<file path="config.mk">
export PLATFORM = sky130hd
export DESIGN_NAME = clk_start_seq
export DESIGN_NICKNAME = d
export VERILOG_FILES = /design/src/rtl/clk_start_seq.sv
export SDC_FILE = /design/constraint.sdc
export NUM_CORES = 1
export LEC_CHECK = 0
export ABC_AREA = 1
export BUFFER_PORTS_ARGS = -buffer_cell sky130_fd_sc_hd__buf_2
export CELL_PAD_IN_SITES_DETAIL_PLACEMENT = 1
export CELL_PAD_IN_SITES_GLOBAL_PLACEMENT = 1
export CORE_MARGIN = 2
export CORE_UTILIZATION = 44
export DETAILED_ROUTE_END_ITERATION = 16
export GPL_ROUTABILITY_DRIVEN = 0
export GPL_TIMING_DRIVEN = 0
export PLACE_DENSITY_LB_ADDON = 0.05
export SYNTH_ARGS = -nofsm -noshare
export SYNTH_HDL_FRONTEND = slang
export SYNTH_SLANG_ARGS = --single-unit
</file>
<file path="constraint.sdc">
create_clock -name clk -period 5.1 [get_ports clk]
set_input_delay 0.765 -clock clk [delete_from_list [all_inputs] [get_ports clk]]
set_output_delay 0.765 -clock clk [all_outputs]
set_load 0.03 [all_outputs]
</file>
<file path="src/rtl/clk_start_seq.sv">
// clk_start_seq
// ---------------------------------------------------------------------------
// Clock-start and reset sequencer placed between the MMCM and the functional
// tops. The MMCM lock flag is synchronised and must stay high for
// LOCK_STABLE cycles. Only then are NUM_CH clock domains released one after
// another, STAGGER cycles apart. Each channel gets a BUFGCE enable and an
// active-high reset that is held for RST_HOLD cycles after its enable rises.
// Lock loss after release shuts every channel down and sets a sticky flag.
// A soft_rst request re-runs the whole sequence and clears that flag.
//
// Ports
//   clk        free-running board clock (never the gated one)
//   rst_n      asynchronous active-low reset
//   locked     MMCM lock, asynchronous to clk
//   soft_rst   synchronous active-high re-sequence request
//   ch_en      per-channel BUFGCE CE (registered)
//   ch_rst     per-channel active-high downstream reset (registered)
//   ready      all channels enabled and out of reset (registered)
//   lock_lost  sticky: lock dropped after release began (registered)
//   state      FSM state for debug: 0 WAIT_LOCK, 1 STABLE, 2 RELEASE, 3 RUN
module clk_start_seq #(
    parameter int NUM_CH      = 2,
    parameter int SYNC_STAGES = 2,
    parameter int LOCK_STABLE = 8,
    parameter int STAGGER     = 4,
    parameter int RST_HOLD    = 3
) (
    input  logic              clk,
    input  logic              rst_n,
    input  logic              locked,
    input  logic              soft_rst,
    output logic [NUM_CH-1:0] ch_en,
    output logic [NUM_CH-1:0] ch_rst,
    output logic              ready,
    output logic              lock_lost,
    output logic [1:0]        state
);

    // Value of the release counter on the edge that enters RUN.
    localparam int LAST    = (NUM_CH - 1) * STAGGER + RST_HOLD;
    localparam int CNT_MAX = (LOCK_STABLE > LAST) ? LOCK_STABLE : LAST;
    localparam int CW      = $clog2(CNT_MAX + 1);

    localparam logic [CW-1:0] STABLE_END  = CW'(LOCK_STABLE - 1);
    localparam logic [CW-1:0] RELEASE_END = CW'(LAST);

    typedef enum logic [1:0] {
        WAIT_LOCK = 2'd0,
        STABLE    = 2'd1,
        RELEASE   = 2'd2,
        RUN       = 2'd3
    } state_t;

    state_t                 state_q, state_d;
    logic [CW-1:0]          cnt_q, cnt_d;
    logic [SYNC_STAGES-1:0] sync_q, sync_d;
    logic [NUM_CH-1:0]      ch_en_q, ch_en_d;
    logic [NUM_CH-1:0]      ch_rst_q, ch_rst_d;
    logic                   ready_q, ready_d;
    logic                   lock_lost_q, lock_lost_d;
    logic                   lock_s;
    logic                   lost_evt;

    assign sync_d = {sync_q[SYNC_STAGES-2:0], locked};
    assign lock_s = sync_q[SYNC_STAGES-1];

    // Lock loss only counts once channels may already be running.
    assign lost_evt = !lock_s && ((state_q == RELEASE) || (state_q == RUN));

    // ---------------- state register ----------------
    always_ff @(posedge clk or negedge rst_n) begin
        if (!rst_n) begin
            state_q     <= WAIT_LOCK;
            cnt_q       <= '0;
            sync_q      <= '0;
            ch_en_q     <= '0;
            ch_rst_q    <= '1;
            ready_q     <= 1'b0;
            lock_lost_q <= 1'b0;
        end else begin
            state_q     <= state_d;
            cnt_q       <= cnt_d;
            sync_q      <= sync_d;
            ch_en_q     <= ch_en_d;
            ch_rst_q    <= ch_rst_d;
            ready_q     <= ready_d;
            lock_lost_q <= lock_lost_d;
        end
    end

    // ---------------- next-state logic ----------------
    always_comb begin
        state_d = state_q;
        cnt_d   = cnt_q;
        unique case (state_q)
            WAIT_LOCK: begin
                if (lock_s) state_d = STABLE;
            end
            STABLE: begin
                if (!lock_s)                  state_d = WAIT_LOCK;
                else if (cnt_q == STABLE_END) state_d = RELEASE;
                else                          cnt_d   = cnt_q + 1'b1;
            end
            RELEASE: begin
                if (!lock_s)                          state_d = WAIT_LOCK;
                else if (cnt_q + 1'b1 == RELEASE_END) state_d = RUN;
                else                                  cnt_d   = cnt_q + 1'b1;
            end
            RUN: begin
                if (!lock_s) state_d = WAIT_LOCK;
            end
            default: state_d = WAIT_LOCK;
        endcase
        if (soft_rst) state_d = WAIT_LOCK;
        // The shared counter restarts from zero in every new state.
        if (state_d != state_q) cnt_d = '0;
    end

    // ---------------- output logic ----------------
    // Outputs are computed from the next state/count so that the registered
    // value changes on the same edge that moves the FSM.
    always_comb begin
        ch_en_d  = '0;
        ch_rst_d = '1;
        for (int i = 0; i < NUM_CH; i++) begin
            if (state_d == RUN) begin
                ch_en_d[i]  = 1'b1;
                ch_rst_d[i] = 1'b0;
            end else if (state_d == RELEASE) begin
                ch_en_d[i]  = (cnt_d >= CW'(i * STAGGER));
                ch_rst_d[i] = !(cnt_d >= CW'(i * STAGGER + RST_HOLD));
            end
        end
        ready_d = (state_d == RUN);
        // Setting on lock loss takes priority over the soft_rst clear.
        if (lost_evt)      lock_lost_d = 1'b1;
        else if (soft_rst) lock_lost_d = 1'b0;
        else               lock_lost_d = lock_lost_q;
    end

    assign ch_en     = ch_en_q;
    assign ch_rst    = ch_rst_q;
    assign ready     = ready_q;
    assign lock_lost = lock_lost_q;
    assign state     = state_q;

endmodule

</file>
== Yosys cells after proc, flatten, opt, wreduce, memory -nomap -nowiden ==
Index checks and enable logic that the tools add are counted.
Widths: inputs -> output; s select.
Cells by class
  $add $sub $neg: 1
  $mul: 0
  div/mod/pow operators: 0
  magnitude comparators: 4
  equal/unequal tests: 8
  shifts and indexed selects: 0
  multiplexer cells: 24
  bitwise gates (word level): 0
  reductions and logical operators: 7
Operator list (count)
  $mux 4: 5
  $mux 2: 7
  $mux 1: 10
  $eq 2x2->1 const B: 4
  $eq 4x3->1 const B: 2
  $ge 4x3->1 const B: 2
  $pmux 2 s4: 1
  $pmux 4 s2: 1
  $add 4x1->4 const B: 1
  $ge 4x1->1 const B: 1
  $ge 4x2->1 const B: 1
  $logic_not 1->1: 3
  $eq 2x1->1 const B: 1
  $logic_not 2->1: 1
  $ne 2x2->1: 1
  $reduce_bool 2->1: 1
  $logic_and 1x1->1: 1
  $logic_or 1x1->1: 1
Storage, ports and cells
  register bits: 14
  bits in latches: 0
  memory bits (writable): 0
  ROM bits: 0
  bits of input ports: 4
  memories: 0

== Depth between registers and ports, before layout ==
  word-level depth: 12
  mapped depth: 17
  depth with buffers taken out: 17

== Least setup slack after synthesis ==
Ideal clock, no wire load.
  kind: flip-flop to flip-flop
  start point: register state_q[0] (netlist: state[0])
  end point: register ch_rst_q[1] (netlist: ch_rst[1])
  library setup time: 0.074 ns
  data arrival time: 2.024 ns
  path slack: 3.001 ns
  stages on the path, launching flop included: 17
  buffers on the path: 0
  period minus slack after synthesis: 2.099 ns
  cells stage by stage: dfrtp_1 > inv_1 > ha_1 > inv_1 > nand2_1 > o21ai_0 > nand2_1 > inv_1 > nand2_1 > nand2_1 > nand2_2 > nand3_1 > nand2_2 > nor2_4 > nand3_1 > nand3_1 > nand2_2
Between the ends
  word-level cells in the longest chain between the ends: 10
  elaborated cells between the ends (all ways): 21
Ends and longest elaborated chain
  start, declared: line 54  | state_t state_q, state_d;
  start signal, assigned: line 81  | state_q <= state_d;
  $mux 2, on equally long branches: line 106, 101
  $mux 2, on equally long branches: line 105, 100
  $pmux 2 s4: line 95  | unique case (state_q)
  $mux 2: line 114  | if (soft_rst) state_d = WAIT_LOCK;
  $ne 2x2->1: line 116  | if (state_d != state_q) cnt_d = '0;
  $mux 4: line 116
  $ge 4x3->1: line 131  | ch_rst_d[i] = !(cnt_d >= CW'(i * STAGGER + RST_HOLD));
  $logic_not 1->1: line 131
  $mux 1: line 129  | end else if (state_d == RELEASE) begin
  $mux 1 *: line 126  | if (state_d == RUN) begin
  named net ch_rst_d[1]: line 58  | logic [NUM_CH-1:0] ch_rst_q, ch_rst_d;
  end signal, assigned: line 85  | ch_rst_q <= ch_rst_d;
  end, declared: line 58
The timed path passes the listed nets; every way through them passes the cells marked *.
A chain may end at the register's enable or synchronous reset.

== Worst setup path in the final report ==
  start point: register state_q[0] (netlist: state[0])
  end point: register ch_rst_q[0] (netlist: ch_rst[0])
Between the ends
  word-level cells in the longest chain between the ends: 10
  elaborated cells between the ends (all ways): 21
Ends and longest elaborated chain (line)
  $mux 2, on equally long branches: 106, 101
  $mux 2, on equally long branches: 105, 100
  $pmux 2 s4: 95
  $mux 2: 114
  $ne 2x2->1: 116
  $mux 4: 116
  $ge 4x2->1: 131
  $logic_not 1->1: 131
  $mux 1: 129
  $mux 1 *: 126
  named net ch_rst_d[0]: 58
Marked as above.

==> metrics.txt <==
status=finished clean; Worst-Margin Slew=roughly 0.4 ns; largest net degree at the start of global routing=15; Hold Slack=about 0.35 ns; syn_area_per_cell=around 7.7 µm²; Hold Violations, Final=0; # diodes=0; worst min path class=flip-flop to flip-flop; worst hold start=sync_q[0]; synthesized area=963 µm²; antenna violations before repair=0; CTS tree=yes; CTS Hold Bufs=0; dpl hpwl=about 1800 µm; worst-path cell chain=inv_1 > ha_1 > inv_1 > nand2_1 > o21ai_0 > nand2_1 > inv_1 > nand2_1 > nand2_1 > nand2_2 > nand2_4 > nand2_2 > nand2_2 > nor2_4 > o21ai_0 > nand3_1 > nand2_1; Die X=~50 µm; worst r2r dst=ch_rst[0]; critical path class=flip-flop to flip-flop; vias in the first global route=between 800 and 900; Synth Area in XOR/XNOR=0; reg2reg setup slack=between 2 and 3 ns; Initial Util=0.476; largest family of logic cells by synthesized area=simple AND/OR/NAND/NOR gates; Final TNS setup=0 ns; hold depth=0; DR pass1 iterations=4; CTS H-tree depth=1; MaxCap Viol Count=0; CTS root buf=clkbuf_4; proportion of synthesized area in mux cells=0; skew final=0.00291 ns; WL/cell=13.3 µm; # rows=16; Setup crit start kind=flip-flop; crit path time final=roughly 2.2 ns; leakage=0.556 nW; post-CTS sizing=0; first-pass GRT wire length=4060 µm; Seq/Total Area, Yosys=0.366; DR vias/cell=roughly 4.9; reg2reg start=state[0]; cell count after synthesis=around 130; # setup viols final=0; ANT nets after route=0; drt drc=0; I/O pin count=12; crit path buf inv count=3; CTS Buf Count=3; syn nets=about 140; synth unique cells=23; P&R area growth vs syn=13.0%; Nets=about 150; Max Fclk=around 450 MHz; RSZ-0062 raised after global routing=false; Slew headroom=0.724; CTS clock-pin slew for the worst setup and hold paths=roughly 0.080 ns; Core ar.=0.00202 mm²; die area=about 0.0026 mm²; Crit path max-delay family=simple AND/OR/NAND/NOR gates; Worst EP required=5.31 ns; Worst R2R Path Depth=17; worst path arrival time=2.41 ns; adder-cell share of the synthesized area=0.0779; most used cell, CP=nand2_1; crit path max-delay cell type=dfrtp_1; hold path endpoint=sync_q[1]; Critical Path Stages=17; total clock sinks=14; warnings from Yosys=0; fin crit share=0.432; Post-CTS Setup Bufs=0; final WL=between 2000 and 2500 µm; share of cells above drive strength 1=0.243; Die H=50.8 µm; synthesized flop and latch total=14; Simple-Gate Fraction of Synth Area=0.329; critical path peak fanout=6; clock latency on the worst-skew pair=between 0.2 and 0.3 ns; Slew Viols, Final=0; 1st-iter DRT viols=8; power per cell area=374 mW/mm²; CP Capture Type=flip-flop; via count=820; Compound-Gate Fraction of Synth Area=0.138; clock buffer depth=2; GRT Util Overall=0.208; IR drop worst, VDD=roughly 0.00025 V; Port Buffers=11; Final Total Pwr=slightly above 400 µW; Slowest Stage Delay on Critical Path=around 0.44 ns; global route total overflow=0
[layout make-up]
class                   instances  area (µm²)
clock buffers                   4        36.3
fillers                       265         933
inverters                      23        86.3
multi-input cells              88         524
flip-flops and latches         14         353
well taps                      27        33.8
repair buffers                 11        55.1
[per-layer routing]
| metal | global-route usage | wire length, µm | share of wire | vias to the layer above |
|---|---|---|---|---|
| met5 | 0 | 0 | 0 | - |
| met4 | 0.0676 | 12 | 0.0054 | 0 |
| met3 | 0.00893 | 29 | 0.013 | 2 |
| met2 | 0.340 | 1100 | 0.49 | 7 |
| met1 | 0.295 | 1080 | 0.49 | 381 |
| li1 | - | - | - | 430 |
[cells in the final DEF (no fill, tap or decap), types with 2 or more instances in the layout]
cell type / count
ha_1: 6
nor2_1: 6
inv_2: 2
dfstp_2: 2
clkbuf_4: 3
inv_1: 21
a21oi_1: 6
o21ai_0: 7
buf_2: 11
o211ai_1: 2
nand3_2: 2
nand2_4: 3
dfrtp_1: 12
nand4_1: 3
nor2_4: 2
nand2_1: 29
nand2_2: 6
nand3_1: 9
[registers in the layout, indices dropped and copies added, names as in the netlist]
name	cells
sync_q	2
ch_rst	2
ch_en	2
ready	1
lock_lost	1
state	2
cnt_q	4
[where the power goes]
group | switching [mW] | total [mW] | leakage, nW | internal, mW
clock network | 0.0335 | 0.0769 | 0.0210 | 0.0434
logic | 0.123 | 0.180 | 0.356 | 0.0571
registers | 0.0215 | 0.150 | 0.180 | 0.129
total | 0.178 | 0.407 | 0.556 | 0.229
[worst max path at each step]
stage	to	from	slack, ns
global route	ch_rst[0]	state[0]	2.63
finish	ch_rst[0]	state[0]	2.90
floorplan	ch_rst[1]	state[0]	3.00
CTS	ch_rst[0]	state[0]	2.85
detailed placement	ch_rst[0]	state[0]	2.90
global placement	ch_rst[1]	state[0]	2.94
[cell families after synthesis]
kind of cell / after synthesis
adder cells (fa/ha/maj): 6
flip-flops: 14
AND/OR/NAND/NOR: 61
buffers and inverters: 23
AO/OA/AOI/OAI: 21
[cells in the mapped netlist]
library cell | n | share of area
o21ai_1 | 1 | 0.0052
dfstp_2 | 2 | 0.055
inv_2 | 2 | 0.0078
nand2_2 | 6 | 0.039
nor3b_1 | 1 | 0.0078
o21ai_2 | 1 | 0.0091
a21oi_1 | 6 | 0.031
a21oi_4 | 1 | 0.017
o211ai_1 | 2 | 0.016
nand2_1 | 29 | 0.11
nand3_1 | 9 | 0.047
dfrtp_1 | 12 | 0.31
nand2_4 | 3 | 0.035
a21boi_0 | 1 | 0.0078
nor2_4 | 2 | 0.023
inv_1 | 21 | 0.082
nand4_1 | 3 | 0.019
nor2_1 | 6 | 0.023
a22o_1 | 1 | 0.0091
o22ai_1 | 1 | 0.0065
ha_1 | 6 | 0.078
nand3_2 | 2 | 0.021
o21ai_0 | 7 | 0.036
[through the flow]
step | setup WS, ns | instances | area [µm²] | utilization
after floorplan | 3.00 | 125 | 963 | -
after global placement | 2.94 | 163 | 1050 | 0.520
after detailed placement | 2.90 | 163 | 1050 | 0.520
after CTS | 2.85 | 167 | 1090 | 0.538
after global routing | 2.63 | 167 | 1090 | 0.538
final | 2.90 | 167 | 1090 | 0.538
[worst register-to-register path, cell delays in order (launching register included)]
cell and delay, ns:
dfrtp_1 0.44, inv_1 0.15, ha_1 0.26, inv_1 0.11
nand2_1 0.12, o21ai_0 0.08, nand2_1 0.07, inv_1 0.04
nand2_1 0.05, nand2_1 0.05, nand2_2 0.10, nand2_4 0.08
nand2_2 0.07, nand2_2 0.07, nor2_4 0.15, o21ai_0 0.12
nand3_1 0.12, nand2_1 0.06
Power figures use the tool's default switching activity.
